**config.mk**
```make
export PLATFORM = sky130hd
export DESIGN_NAME = axi_reg_bridge
export DESIGN_NICKNAME = d
export VERILOG_FILES = /design/src/rtl/axi_reg_bridge.sv
export SDC_FILE = /design/constraint.sdc
export NUM_CORES = 1
export LEC_CHECK = 0
export BUFFER_PORTS_ARGS = -buffer_cell sky130_fd_sc_hd__clkbuf_2
export CORE_AREA = 8 8 156 158
export CTS_BUF_LIST = sky130_fd_sc_hd__clkbuf_4 sky130_fd_sc_hd__clkbuf_8
export CTS_CLUSTER_DIAMETER = 200
export DETAILED_ROUTE_END_ITERATION = 8
export DIE_AREA = 0 0 164 166
export PLACE_DENSITY = 0.72
export SLEW_MARGIN = 20
export SYNTH_ARGS = -nofsm -noshare
export SYNTH_HDL_FRONTEND = slang
export SYNTH_SLANG_ARGS = --single-unit
```
**constraint.sdc**
```tcl
create_clock -name clk -period 5.1 [get_ports clk]
set_input_delay 0.255 -clock clk [delete_from_list [all_inputs] [get_ports clk]]
set_output_delay 0.255 -clock clk [all_outputs]
set_load 0.05 [all_outputs]
```
**src/rtl/axi_reg_bridge.sv**
```systemverilog
// AXI4 slave to single-beat register port bridge.
// One transaction is in flight at a time. Reads and writes are arbitrated
// round-robin. Each write beat becomes one register strobe in the same cycle
// the W beat is accepted. Each read beat becomes a strobe, then a one-cycle
// capture, then an R beat.
// Malformed bursts are still run to completion on the AXI side. They never
// touch the register port, and they complete with SLVERR.
module axi_reg_bridge #(
    parameter int ID_WIDTH   = 1,
    parameter int ADDR_WIDTH = 32,
    parameter int DATA_WIDTH = 64
) (
    input  logic                    clk,
    input  logic                    rst_n,
    // write address channel
    input  logic [ID_WIDTH-1:0]     i_awid,
    input  logic [ADDR_WIDTH-1:0]   i_awaddr,
    input  logic [7:0]              i_awlen,
    input  logic [2:0]              i_awsize,
    input  logic [1:0]              i_awburst,
    input  logic                    i_awvalid,
    output logic                    o_awready,
    // write data channel
    input  logic [DATA_WIDTH-1:0]   i_wdata,
    input  logic [DATA_WIDTH/8-1:0] i_wstrb,
    input  logic                    i_wlast,
    input  logic                    i_wvalid,
    output logic                    o_wready,
    // write response channel
    output logic [ID_WIDTH-1:0]     o_bid,
    output logic [1:0]              o_bresp,
    output logic                    o_bvalid,
    input  logic                    i_bready,
    // read address channel
    input  logic [ID_WIDTH-1:0]     i_arid,
    input  logic [ADDR_WIDTH-1:0]   i_araddr,
    input  logic [7:0]              i_arlen,
    input  logic [2:0]              i_arsize,
    input  logic [1:0]              i_arburst,
    input  logic                    i_arvalid,
    output logic                    o_arready,
    // read data channel
    output logic [ID_WIDTH-1:0]     o_rid,
    output logic [DATA_WIDTH-1:0]   o_rdata,
    output logic [1:0]              o_rresp,
    output logic                    o_rlast,
    output logic                    o_rvalid,
    input  logic                    i_rready,
    // register port
    output logic                    o_req,
    output logic                    o_we,
    output logic [ADDR_WIDTH-1:0]   o_addr,
    output logic [DATA_WIDTH/8-1:0] o_be,
    output logic [DATA_WIDTH-1:0]   o_wdata,
    input  logic [DATA_WIDTH-1:0]   i_rdata
);

    localparam int BE_W = DATA_WIDTH / 8;
    localparam logic [ADDR_WIDTH-1:0] ONE_A = {{(ADDR_WIDTH-1){1'b0}}, 1'b1};

    typedef enum logic [2:0] {
        IDLE   = 3'd0,
        WDATA  = 3'd1,
        WRESP  = 3'd2,
        RREQ   = 3'd3,
        RCAP   = 3'd4,
        RVALID = 3'd5
    } state_t;

    // Flags a transfer this bridge cannot execute: a size wider than the bus,
    // the reserved burst type, or a WRAP burst whose length is illegal.
    function automatic logic cfg_bad(input logic [7:0] len,
                                     input logic [2:0] size,
                                     input logic [1:0] burst);
        logic wrap_len_ok;
        wrap_len_ok = (len == 8'd1) || (len == 8'd3) || (len == 8'd7) || (len == 8'd15);
        return (size > 3'd3) || (burst == 2'b11) || ((burst == 2'b10) && !wrap_len_ok);
    endfunction

    // Computes the address of the next beat. INCR aligns the address, then
    // steps it. WRAP keeps the start address's bits above the wrap boundary.
    function automatic logic [ADDR_WIDTH-1:0] next_addr(input logic [ADDR_WIDTH-1:0] addr,
                                                        input logic [2:0]            size,
                                                        input logic [7:0]            len,
                                                        input logic [1:0]            burst);
        logic [ADDR_WIDTH-1:0] step;
        logic [ADDR_WIDTH-1:0] incr;
        logic [ADDR_WIDTH-1:0] mask;
        logic [ADDR_WIDTH-1:0] res;
        step = ONE_A << size;
        incr = (addr & ~(step - ONE_A)) + step;
        mask = ((({{(ADDR_WIDTH-8){1'b0}}, len}) + ONE_A) << size) - ONE_A;
        case (burst)
            2'b00:   res = addr;
            2'b01:   res = incr;
            2'b10:   res = (addr & ~mask) | (incr & mask);
            default: res = addr;
        endcase
        return res;
    endfunction

    state_t                  state_r;
    state_t                  state_nx_s;
    logic [ID_WIDTH-1:0]     id_r;
    logic [ADDR_WIDTH-1:0]   addr_r;
    logic [7:0]              len_r;
    logic [2:0]              size_r;
    logic [1:0]              burst_r;
    logic [7:0]              beat_cnt_r;
    logic                    err_r;
    logic                    last_write_r;
    logic [DATA_WIDTH-1:0]   rdata_r;
    logic                    grant_w_s;
    logic                    grant_r_s;
    logic                    aw_hs_s;
    logic                    ar_hs_s;
    logic                    last_beat_s;

    // On a tie, the grant goes to the channel that was not served last.
    assign grant_w_s   = i_awvalid & (~i_arvalid | ~last_write_r);
    assign grant_r_s   = i_arvalid & (~i_awvalid | last_write_r);
    assign aw_hs_s     = (state_r == IDLE) & grant_w_s;
    assign ar_hs_s     = (state_r == IDLE) & grant_r_s;
    assign last_beat_s = (beat_cnt_r == len_r);

    // State register.
    always_ff @(posedge clk) begin
        if (!rst_n) begin
            state_r <= IDLE;
        end else begin
            state_r <= state_nx_s;
        end
    end

    // Next-state and channel/register-port outputs.
    always_comb begin
        state_nx_s = state_r;
        o_awready  = 1'b0;
        o_arready  = 1'b0;
        o_wready   = 1'b0;
        o_bvalid   = 1'b0;
        o_rvalid   = 1'b0;
        o_req      = 1'b0;
        o_we       = 1'b0;
        o_be       = {BE_W{1'b1}};
        o_addr     = addr_r;
        o_wdata    = i_wdata;
        o_bid      = id_r;
        o_bresp    = err_r ? 2'b10 : 2'b00;
        o_rid      = id_r;
        o_rdata    = rdata_r;
        o_rresp    = err_r ? 2'b10 : 2'b00;
        o_rlast    = last_beat_s;
        if (!rst_n) begin
            state_nx_s = IDLE;
        end else begin
            case (state_r)
                IDLE: begin
                    o_awready = aw_hs_s;
                    o_arready = ar_hs_s;
                    if (aw_hs_s) begin
                        state_nx_s = WDATA;
                    end else if (ar_hs_s) begin
                        state_nx_s = RREQ;
                    end else begin
                        state_nx_s = IDLE;
                    end
                end
                WDATA: begin
                    o_wready = 1'b1;
                    if (i_wvalid) begin
                        o_req      = ~err_r;
                        o_we       = 1'b1;
                        o_be       = i_wstrb;
                        state_nx_s = last_beat_s ? WRESP : WDATA;
                    end else begin
                        state_nx_s = WDATA;
                    end
                end
                WRESP: begin
                    o_bvalid = 1'b1;
                    if (i_bready) begin
                        state_nx_s = IDLE;
                    end else begin
                        state_nx_s = WRESP;
                    end
                end
                RREQ: begin
                    o_req      = ~err_r;
                    state_nx_s = RCAP;
                end
                RCAP: begin
                    state_nx_s = RVALID;
                end
                RVALID: begin
                    o_rvalid = 1'b1;
                    if (i_rready) begin
                        state_nx_s = last_beat_s ? IDLE : RREQ;
                    end else begin
                        state_nx_s = RVALID;
                    end
                end
                default: begin
                    state_nx_s = IDLE;
                end
            endcase
        end
    end

    // Burst context, beat counting, error tracking, read capture and arbitration history.
    always_ff @(posedge clk) begin
        if (!rst_n) begin
            id_r         <= {ID_WIDTH{1'b0}};
            addr_r       <= {ADDR_WIDTH{1'b0}};
            len_r        <= 8'd0;
            size_r       <= 3'd0;
            burst_r      <= 2'd0;
            beat_cnt_r   <= 8'd0;
            err_r        <= 1'b0;
            last_write_r <= 1'b0;
            rdata_r      <= {DATA_WIDTH{1'b0}};
        end else begin
            case (state_r)
                IDLE: begin
                    if (aw_hs_s) begin
                        id_r       <= i_awid;
                        addr_r     <= i_awaddr;
                        len_r      <= i_awlen;
                        size_r     <= i_awsize;
                        burst_r    <= i_awburst;
                        beat_cnt_r <= 8'd0;
                        err_r      <= cfg_bad(i_awlen, i_awsize, i_awburst);
                    end else if (ar_hs_s) begin
                        id_r       <= i_arid;
                        addr_r     <= i_araddr;
                        len_r      <= i_arlen;
                        size_r     <= i_arsize;
                        burst_r    <= i_arburst;
                        beat_cnt_r <= 8'd0;
                        err_r      <= cfg_bad(i_arlen, i_arsize, i_arburst);
                    end
                end
                WDATA: begin
                    if (i_wvalid) begin
                        beat_cnt_r <= beat_cnt_r + 8'd1;
                        addr_r     <= next_addr(addr_r, size_r, len_r, burst_r);
                        if (i_wlast != last_beat_s) begin
                            err_r <= 1'b1;
                        end
                    end
                end
                WRESP: begin
                    if (i_bready) begin
                        last_write_r <= 1'b1;
                    end
                end
                RCAP: begin
                    rdata_r <= err_r ? {DATA_WIDTH{1'b0}} : i_rdata;
                end
                RVALID: begin
                    if (i_rready) begin
                        if (last_beat_s) begin
                            last_write_r <= 1'b0;
                        end else begin
                            beat_cnt_r <= beat_cnt_r + 8'd1;
                            addr_r     <= next_addr(addr_r, size_r, len_r, burst_r);
                        end
                    end
                end
                default: begin
                end
            endcase
        end
    end

endmodule

```
# After elaboration in Yosys (flattened, before gate mapping)
# Index checks and enable logic that the tools add are counted.
# W data, S select, Z words.
[word_totals]
register_bits = 123
inputBits = 236
output_inout_bits = 182
elab_cells = 145
[classes]
add_sub_neg = 5
magnitude_cmp = 2
n_eq_ne = 28
n_shift = 2
mux = 59
bitwise_logic = 16
n_reduce_logical = 23
[op_table]
columns = ["operator", "count"]
rows = [
  ["$mux W32", 5],
  ["$and A32 B32 Y32", 3],
  ["$pmux W32 S3", 1],
  ["$mux W8", 10],
  ["$mux W64", 1],
  ["$not A32 Y32", 2],
  ["$pmux W32 S2", 1],
  ["$sub A32 B1 Y32 const B", 2],
  ["$add A32 B32 Y32", 1],
  ["$or A32 B32 Y32", 1],
  ["$shl A1 B3 Y32 const A", 1],
  ["$shl A9 B3 Y32", 1],
  ["$mux W1", 24],
  ["$pmux W8 S3", 1],
  ["$mux W2", 9],
  ["$pmux W3 S6", 1],
  ["$eq A8 B1 Y1 const B", 2],
  ["$eq A8 B2 Y1 const B", 2],
  ["$eq A8 B3 Y1 const B", 2],
  ["$eq A8 B4 Y1 const B", 2],
  ["$ne A2 B2 Y1 const B", 6],
  ["$eq A2 B2 Y1 const B", 5],
  ["$logic_or A1 B1 Y1", 10],
  ["$add A8 B1 Y9 const B", 1],
  ["22 further kinds", 41],
]

# Logic depth before layout (Yosys ltp)
# Gate-level depths: netlist (run 1).
[depth]
ltp_word = 11
ltp_mapped = 17
depth_no_buf = 15

# Least setup slack after synthesis (run 1)
# No wires, ideal clock.
[synth_path]
path_type = "reg-to-reg"
start = "reg size_r[1]"
end = "reg (tool-made name)"
setup_ns = 0.079
t_arrival_ns = 3.457
t_required_ns = 5.021
path_slack_ns = 1.564
path_stages_with_launch = 14
n_path_buf = 1
period_less_slack_ns = 3.536
cell_sequence = "dfxtp_1 -> buf_2 -> nor3_1 -> inv_1 -> ha_1 -> nor4bb_1 -> o2111ai_1 -> a221oi_2 -> o21ai_1 -> o32a_1 -> nor3_2 -> a31oi_1 -> or4_1 -> o211ai_1"
[synth_rtl]
columns = ["item", "line_no", "text"]
rows = [
  ["start, declared", "107", "logic [2:0] size_r;"],
  ["start signal, assigned", "229", "size_r <= i_awsize;"],
  ["start signal, assigned", "237", "size_r <= i_arsize;"],
]

==> results of run 1 <==
power by group through the flow:
stage | sequential (mW) | combinational, mW | clock, mW
5_1_grt | 1.23 | 1.73 | 1.00
4_1_cts | 1.21 | 1.60 | 0.961
3_5_place_dp | 1.23 | 1.59 | 0
2_1_floorplan | 1.39 | 1.13 | 0
3_3_place_gp | 1.23 | 1.57 | 0
6_report | 1.21 | 1.61 | 0.941
path summary, 6_finish.rpt:
check,startpoint,end,slack [ns],depth (start not counted)
max reg2reg,size_r[0],flip-flop,0.79,12
min reg2reg,o_rdata[60],o_rdata[60],0.50,2
min,i_awid,o_bid,0.08,3
max,size_r[0],flip-flop,0.79,12
placed cells by master (no fill, tap or decap), types with 7 or more instances in the layout:
cell	count
inv_8	7
mux2i_1	35
and2_1	12
inv_1	18
xnor2_1	22
a31oi_1	14
nand4_1	14
nand2_1	116
xor2_1	30
o22a_1	9
dfxtp_1	122
a21oi_1	120
nand2b_1	16
and3_1	16
nor3_1	29
a211oi_1	31
nor4_1	10
o211ai_1	12
nor2b_1	9
clkbuf_8	17
nor2_1	143
or2_2	9
o21ai_0	36
nand3_1	26
ha_1	9
clkbuf_2	287
nor3b_1	67
buf_4	17
layer usage:
layer | track usage, % | vias up | part of all wire, %
li1 | - | 4583 | -
met5 | 0 | - | 0
met2 | 38.2 | 431 | 49
met3 | 8.11 | 74 | 9.5
met1 | 25.4 | 4348 | 39
met4 | 8.07 | 0 | 2.2
layout make-up:
class	count	area, sq um	area share (%)
inverter	19	72.6	0.695
sequential	123	2460	23.6
timing repair buffer	304	1560	15.0
clock inverter	15	191	1.83
multi-input combinational	908	5560	53.3
tap	285	357	3.41
clock buffer	17	234	2.24
worst max-delay path, stage by stage (launching register included):
cell and delay [ns]:
dfxtp_1 0.59, nor2b_1 0.40, nand2_1 0.16, ha_1 0.38, nor4bb_1 0.32, o2111ai_1 0.20, a221oi_2 0.35, o21ai_1 0.18
o32a_1 0.49, nor3_2 0.51, a41o_1 0.25, a31oi_1 0.08, a211oi_1 0.30
Yosys cell counts, types with 9 or more instances:
library cell	n	area share [%]
o21ai_0	36	2.0
nor4_1	10	0.70
and3_1	16	1.1
buf_2	15	0.83
mux2i_1	35	3.9
o22a_1	9	0.88
xnor2_1	22	2.1
nor2b_1	10	0.70
buf_1	11	0.46
inv_1	19	0.79
or2_2	9	0.63
nor3b_1	67	5.6
clkbuf_1	68	2.8
buf_4	71	5.9
nand4_1	14	0.97
a31oi_1	14	0.97
nor2_1	143	6.0
ha_1	9	1.3
nand2_1	117	4.9
a21oi_1	120	6.7
nand3_1	27	1.5
xor2_1	30	2.9
o211ai_1	12	1.0
a211oi_1	31	2.6
and2_1	12	0.83
dfxtp_1	123	27
nor3_1	29	1.6
nand2b_1	16	1.1
per-stage QoR:
stage / instance area (sq um) / setup slack, ns
after global placement: 10000 / 0.978
final: 10400 / 0.788
after CTS: 10400 / 0.889
after global routing: 10400 / 0.463
after floorplan: 9000 / 1.56
after detailed placement: 10000 / 0.897
cell families (layout without fill, tap and decap cells):
kind of cell / Yosys count / in the layout
other: 1 / 2
AO/OA/AOI/OAI: 310 / 310
multiplexers: 36 / 36
adder cells (fa/ha/maj): 9 / 9
AND/OR/NAND/NOR: 499 / 499
buffers and inverters: 185 / 355
XOR/XNOR: 52 / 52
flip-flops: 123 / 123
==> impl_metrics.env, run 1 <==
export IMPL_seqPwrFrac_pct=32.3
export IMPL_grt_pass1_vias=9417
export IMPL_wl_per_cell_microns=18.8
export IMPL_maxSlewHeadroom_pct=27.0
export IMPL_grt_antenna_before_repair=0
export IMPL_clkLatencyLatePin_ns=0.46
export IMPL_p_int_mw=2.00
export IMPL_synth_cell_type_count=85
export IMPL_holdWs_ns=0.0786
export IMPL_start_util_pct=40.7
export IMPL_cts_buffers=17
export IMPL_drc=0
export IMPL_synth_enable_flop_cells=0
export IMPL_filler_cell_count=2220
export IMPL_power_mw=3.76
export IMPL_yosysWarnings=0
export IMPL_path_class="flip-flop to flip-flop"
export IMPL_drt_pass1_iterations=5
export IMPL_dr_first_iter_drc_count=749
export IMPL_die_x_microns=164
export IMPL_rows=55
export IMPL_die_y_microns=166
export IMPL_switchingPower_mw=1.77
export IMPL_p_leak_nw=4.48
export IMPL_cts_setup_buffers=0
export IMPL_synthCells=1215
export IMPL_synth_compound_area_share_pct=22.9
export IMPL_synth_xor_area_share_pct=5.06
export IMPL_min_path_type="input pin to flip-flop"
export IMPL_fin_tns_setup_ns=0
export IMPL_grt_max_degree=79
export IMPL_grt_pass1_wl_microns=49700
export IMPL_drive_gt1_share_pct=26.8
export IMPL_cts_max_level=4
export IMPL_die_area_sq_mm=0.0272
export IMPL_via_count=9436
export IMPL_ys_seq_elements=123
export IMPL_post_place_cells=1639
export IMPL_powerDensity_mw_per_mm2=360
export IMPL_tightest_slew_ns=1.09
export IMPL_cp_required_ns=5.45
export IMPL_cts_resized=0
export IMPL_clk_pin_slew_worst_paths_ns=0.09
export IMPL_synthToLayoutAreaGrowth_pct=16.1
export IMPL_finClkSkew_ns=0.0178
export IMPL_worstSetupStartpointType="flip-flop"
export IMPL_sw_frac_of_total_pct=46.9
export IMPL_viasPerCell=5.65
export IMPL_synthMuxAreaShare_pct=4.06
export IMPL_syn_area_sq_mm=0.00899
export IMPL_ys_flop_type="dfxtp_1"
export IMPL_synth_top_family_by_area="simple AND/OR/NAND/NOR gates"
export IMPL_outcome="finished clean"
export IMPL_grt_use_total_pct=22.5
export IMPL_clock_path_buffers=2
export IMPL_power_frac_comb_pct=42.7
export IMPL_maxCapViolations=0
export IMPL_drt_total_wl_microns=31500
export IMPL_ir_drop_mv=0.158
export IMPL_core_sq_mm=0.0221
export IMPL_utilization_pct=47.3
export IMPL_root_buffer="clkbuf_8"
export IMPL_cp_max_fo=14
export IMPL_cts_hold_buf=0
export IMPL_instances_no_fill=1671
export IMPL_fmax_mhz=232
export IMPL_ys_async_sr_fraction_pct=0
export IMPL_cts_tree="done"
export IMPL_synthSimpleGateAreaFrac_pct=28.3
export IMPL_cts_sinks=123
export IMPL_grt_setup_unrepaired="no"
export IMPL_syn_mean_instance_area_sq_um=7.40
export IMPL_finalCriticalPeriod_ns=4.31
export IMPL_layout_worst_path_cycle_share_pct=84.6
export IMPL_grt_overflow_total=0
export IMPL_drv_slew=0
export IMPL_power_frac_clock_pct=25.0
export IMPL_ys_seq_area_share_pct=27.4
export IMPL_synthAdderAreaFrac_pct=1.25
export IMPL_io_buffers=287
export IMPL_io_pins=418
export IMPL_place_gp_congestion=0.931
export IMPL_antenna_left=0
export IMPL_hpwl_microns=23300
export IMPL_hold_viol=0
export IMPL_nets=1618
export IMPL_antennaDiodeCount=0
export IMPL_setup_viol=0
export IMPL_worstSetupEndpointType="flip-flop"
export IMPL_arrival_ns=4.66
Note: power is estimated with default switching activity, not from simulation.
==> run 2: changes to the inputs <==
ABC_AREA = 1   (was unset)
CORE_AREA = 8 8 157 159   (was 8 8 156 158)
DIE_AREA = 0 0 165 167   (was 0 0 164 166)
PLACE_DENSITY = 0.71   (was 0.72)
clock period = 4.4 ns   (was 5.1 ns; I/O delays follow)
==> impl_metrics.env, run 2 <==
export IMPL_cts_tree="done"
export IMPL_viasPerCell=5.13
export IMPL_die_y_microns=167
export IMPL_layout_commonest_cell="nand2_1"
export IMPL_cts_sinks=123
export IMPL_clk_pin_slew_worst_paths_ns=0.09
export IMPL_start_util_pct=40.2
export IMPL_dr_first_iter_drc_count=653
export IMPL_core_sq_mm=0.0222
export IMPL_maxCapViolations=0
export IMPL_cp_required_ns=4.79
export IMPL_ys_async_sr_fraction_pct=0
export IMPL_nets=1943
export IMPL_antenna_left=0
export IMPL_drt_total_wl_microns=33600
export IMPL_synth_top_cell_by_area="dfxtp_1"
export IMPL_io_buffers=287
export IMPL_tightest_slew_ns=0.857
export IMPL_rows=55
export IMPL_die_area_sq_mm=0.0276
export IMPL_root_buffer="clkbuf_8"
export IMPL_path_delay_family="simple AND/OR/NAND/NOR gates"
export IMPL_synthCells=1450
export IMPL_cts_resized=0
export IMPL_worstSetupStartpointType="flip-flop"
export IMPL_drv_slew=0
export IMPL_layout_worst_path_cycle_share_pct=73.1
export IMPL_cp_max_fo=26
export IMPL_p_int_mw=2.59
export IMPL_synth_common_cells="nor2_1, nand2_1, dfxtp_1"
export IMPL_slowest_stage="dfxtp_1"
export IMPL_grt_overflow_total=0
export IMPL_seqPwrFrac_pct=29.0
export IMPL_drive_gt1_share_pct=24.4
export IMPL_grt_use_total_pct=24.1
export IMPL_io_pins=418
export IMPL_fin_tns_setup_ns=0
export IMPL_clock_path_buffers=2
export IMPL_max_stage_delay_ns=0.81
export IMPL_sw_frac_of_total_pct=51.0
export IMPL_grt_pass1_vias=10000
export IMPL_outcome="finished clean"
export IMPL_hpwl_microns=25100
export IMPL_clkLatencyLatePin_ns=0.46
export IMPL_syn_mean_instance_area_sq_um=6.17
export IMPL_path_class="flip-flop to flip-flop"
export IMPL_hold_viol=0
export IMPL_synthToLayoutAreaGrowth_pct=23.7
export IMPL_ys_seq_elements=123
export IMPL_ys_flop_type="dfxtp_1"
export IMPL_arrival_ns=3.61
export IMPL_p_leak_nw=5.30
export IMPL_holdWs_ns=0.0186
export IMPL_grt_antenna_before_repair=5
export IMPL_finalCriticalPeriod_ns=3.22
export IMPL_dpl_instance_area_sq_mm=0.0100
export IMPL_die_x_microns=165
export IMPL_synth_top_area_share_pct=27.5
export IMPL_synth_cell_type_count=56
export IMPL_cts_max_level=4
export IMPL_cts_buffers=17
export IMPL_syn_area_sq_mm=0.00894
export IMPL_power_frac_clock_pct=21.0
export IMPL_drt_pass1_iterations=6
export IMPL_drc=0
export IMPL_cp_num_buf_inv=5
export IMPL_design_area_sq_mm=0.0111
export IMPL_grt_pass1_wl_microns=53500
export IMPL_ir_drop_mv=0.271
export IMPL_fmax_mhz=311
export IMPL_powerDensity_mw_per_mm2=477
export IMPL_min_path_type="input pin to flip-flop"
export IMPL_ys_seq_area_share_pct=27.5
export IMPL_worstSetupEndpointType="flip-flop"
export IMPL_final_cell_mix="nand2_1, nor2_1, clkbuf_2"
export IMPL_grt_max_degree=66
export IMPL_yosysWarnings=0
export IMPL_wl_per_cell_microns=16.8
export IMPL_setup_viol=0
export IMPL_via_count=10200
export IMPL_netlist_top_cells_area="dfxtp_1, nor2_1, nand2_1, a21oi_1, buf_4"
export IMPL_place_gp_congestion=0.919
export IMPL_maxSlewHeadroom_pct=42.3
export IMPL_synth_enable_flop_cells=0
export IMPL_power_frac_comb_pct=50.0
export IMPL_cp_common_cell="nand2_1"
export IMPL_grt_setup_unrepaired="no"
export IMPL_finClkSkew_ns=0.0182
export IMPL_crit_chain="inv_2 > buf_4 > nor2_1 > ha_1 > nand2_1 > inv_1 > ha_1 > inv_1 > nor2_2 > nand3_1 > inv_1 > nand2_1 > nand2_1 > nand2_1 > a21oi_1 > nand2_1 > nand2_1 > nor2_1 > nor2_1"
export IMPL_synth_most_common_cell="nor2_1"
export IMPL_switchingPower_mw=2.69
==> run 2: cell types whose count changed in the layout (fill, tap and decap cells not counted), moves of 28 or more <==
cell,change
nand2_1,+183
mux2i_1,-35
nand3_1,+69
o21ai_0,+28
nor3b_1,-65
dlygate4sd3_1,+59
inv_1,+89
a211oi_1,-29
nor2_1,+155
==> run 2: path summary, 6_finish.rpt <==
kind                    start  cells past startpoint  slack [ns]          end
setup / recovery    size_r[2]                     19        1.18    flip-flop
hold / removal    i_rdata[58]                      3        0.02  o_rdata[58]
setup reg to reg    size_r[2]                     19        1.18    flip-flop
hold reg to reg   o_rdata[55]                      2        0.49  o_rdata[55]
==> run 2: layout make-up <==
class                           instances  area (sq um)
Antenna cell                            2          5.00
Sequential cell                       123          2460
Multi-Input combinational cell       1077          5230
Inverter                              118           443
Clock inverter                         14           174
Clock buffer                           18           248
Timing Repair Buffer                  361          2140
Tap cell                              285           357
Fill cell                            2200         11200
==> run 2: what timing repair did <==
| action | in CTS | in global routing |
|---|---|---|
| setup buffers | 0 | 0 |
| hold endpoints to repair | 59 | 0 |
| hold buffers | 59 | 0 |
==> run 2: logic make-up (layout without fill, tap and decap cells) <==
kind of cell / after synthesis / after routing / share of synthesized area (%)
AND/OR/NAND/NOR: 804 / 804 / 39.6
buffers and inverters: 251 / 511 / 14.3
other: 1 / 4 / 0.0419
AO/OA/AOI/OAI: 237 / 237 / 14.8
flip-flops: 123 / 123 / 27.5
XOR/XNOR: 25 / 25 / 2.45
adder cells (fa/ha/maj): 9 / 9 / 1.26
==> run 2: power groups by stage <==
stage               clock (mW)  combinational (mW)  sequential, mW
finish                    1.11                2.64            1.53
global route              1.17                2.92            1.56
CTS                       1.13                2.63            1.52
detailed placement           0                2.58            1.55
global placement             0                2.56            1.55
floorplan                    0                1.71            1.91
==> run 2: metrics by stage <==
| step | total power [mW] | cells | worst slack, ns | util [%] |
|---|---|---|---|---|
| final | 5.28 | 1998 | 1.18 | 49.8 |
| after global routing | 5.65 | 1997 | 0.837 | 49.7 |
| after CTS | 5.28 | 1996 | 1.23 | 49.7 |
| after detailed placement | 4.12 | 1905 | 1.29 | 45.2 |
| after global placement | 4.10 | 1905 | 1.35 | 45.2 |
| after floorplan | 3.63 | 1451 | 1.09 | - |
==> run 2: metal layers <==
metal  GRT usage, %  share of wire, %  vias to the layer above  routed length (microns)
met5              0              0.11                        -                       37
met2           39.4                48                      404                    16100
met1           28.8                41                     4657                    13700
li1               -                 -                     5117                        -
met3           8.31               9.0                       58                     3040
met4           7.76               2.4                        6                      796
==> run 2: tightest hold or removal path, delay by kind of cell <==
kind | cells | cell delay, ns
AND/OR/NAND/NOR | 1 | 0.09
AO/OA/AOI/OAI | 1 | 0.05
buffers and inverters | 1 | 0.07
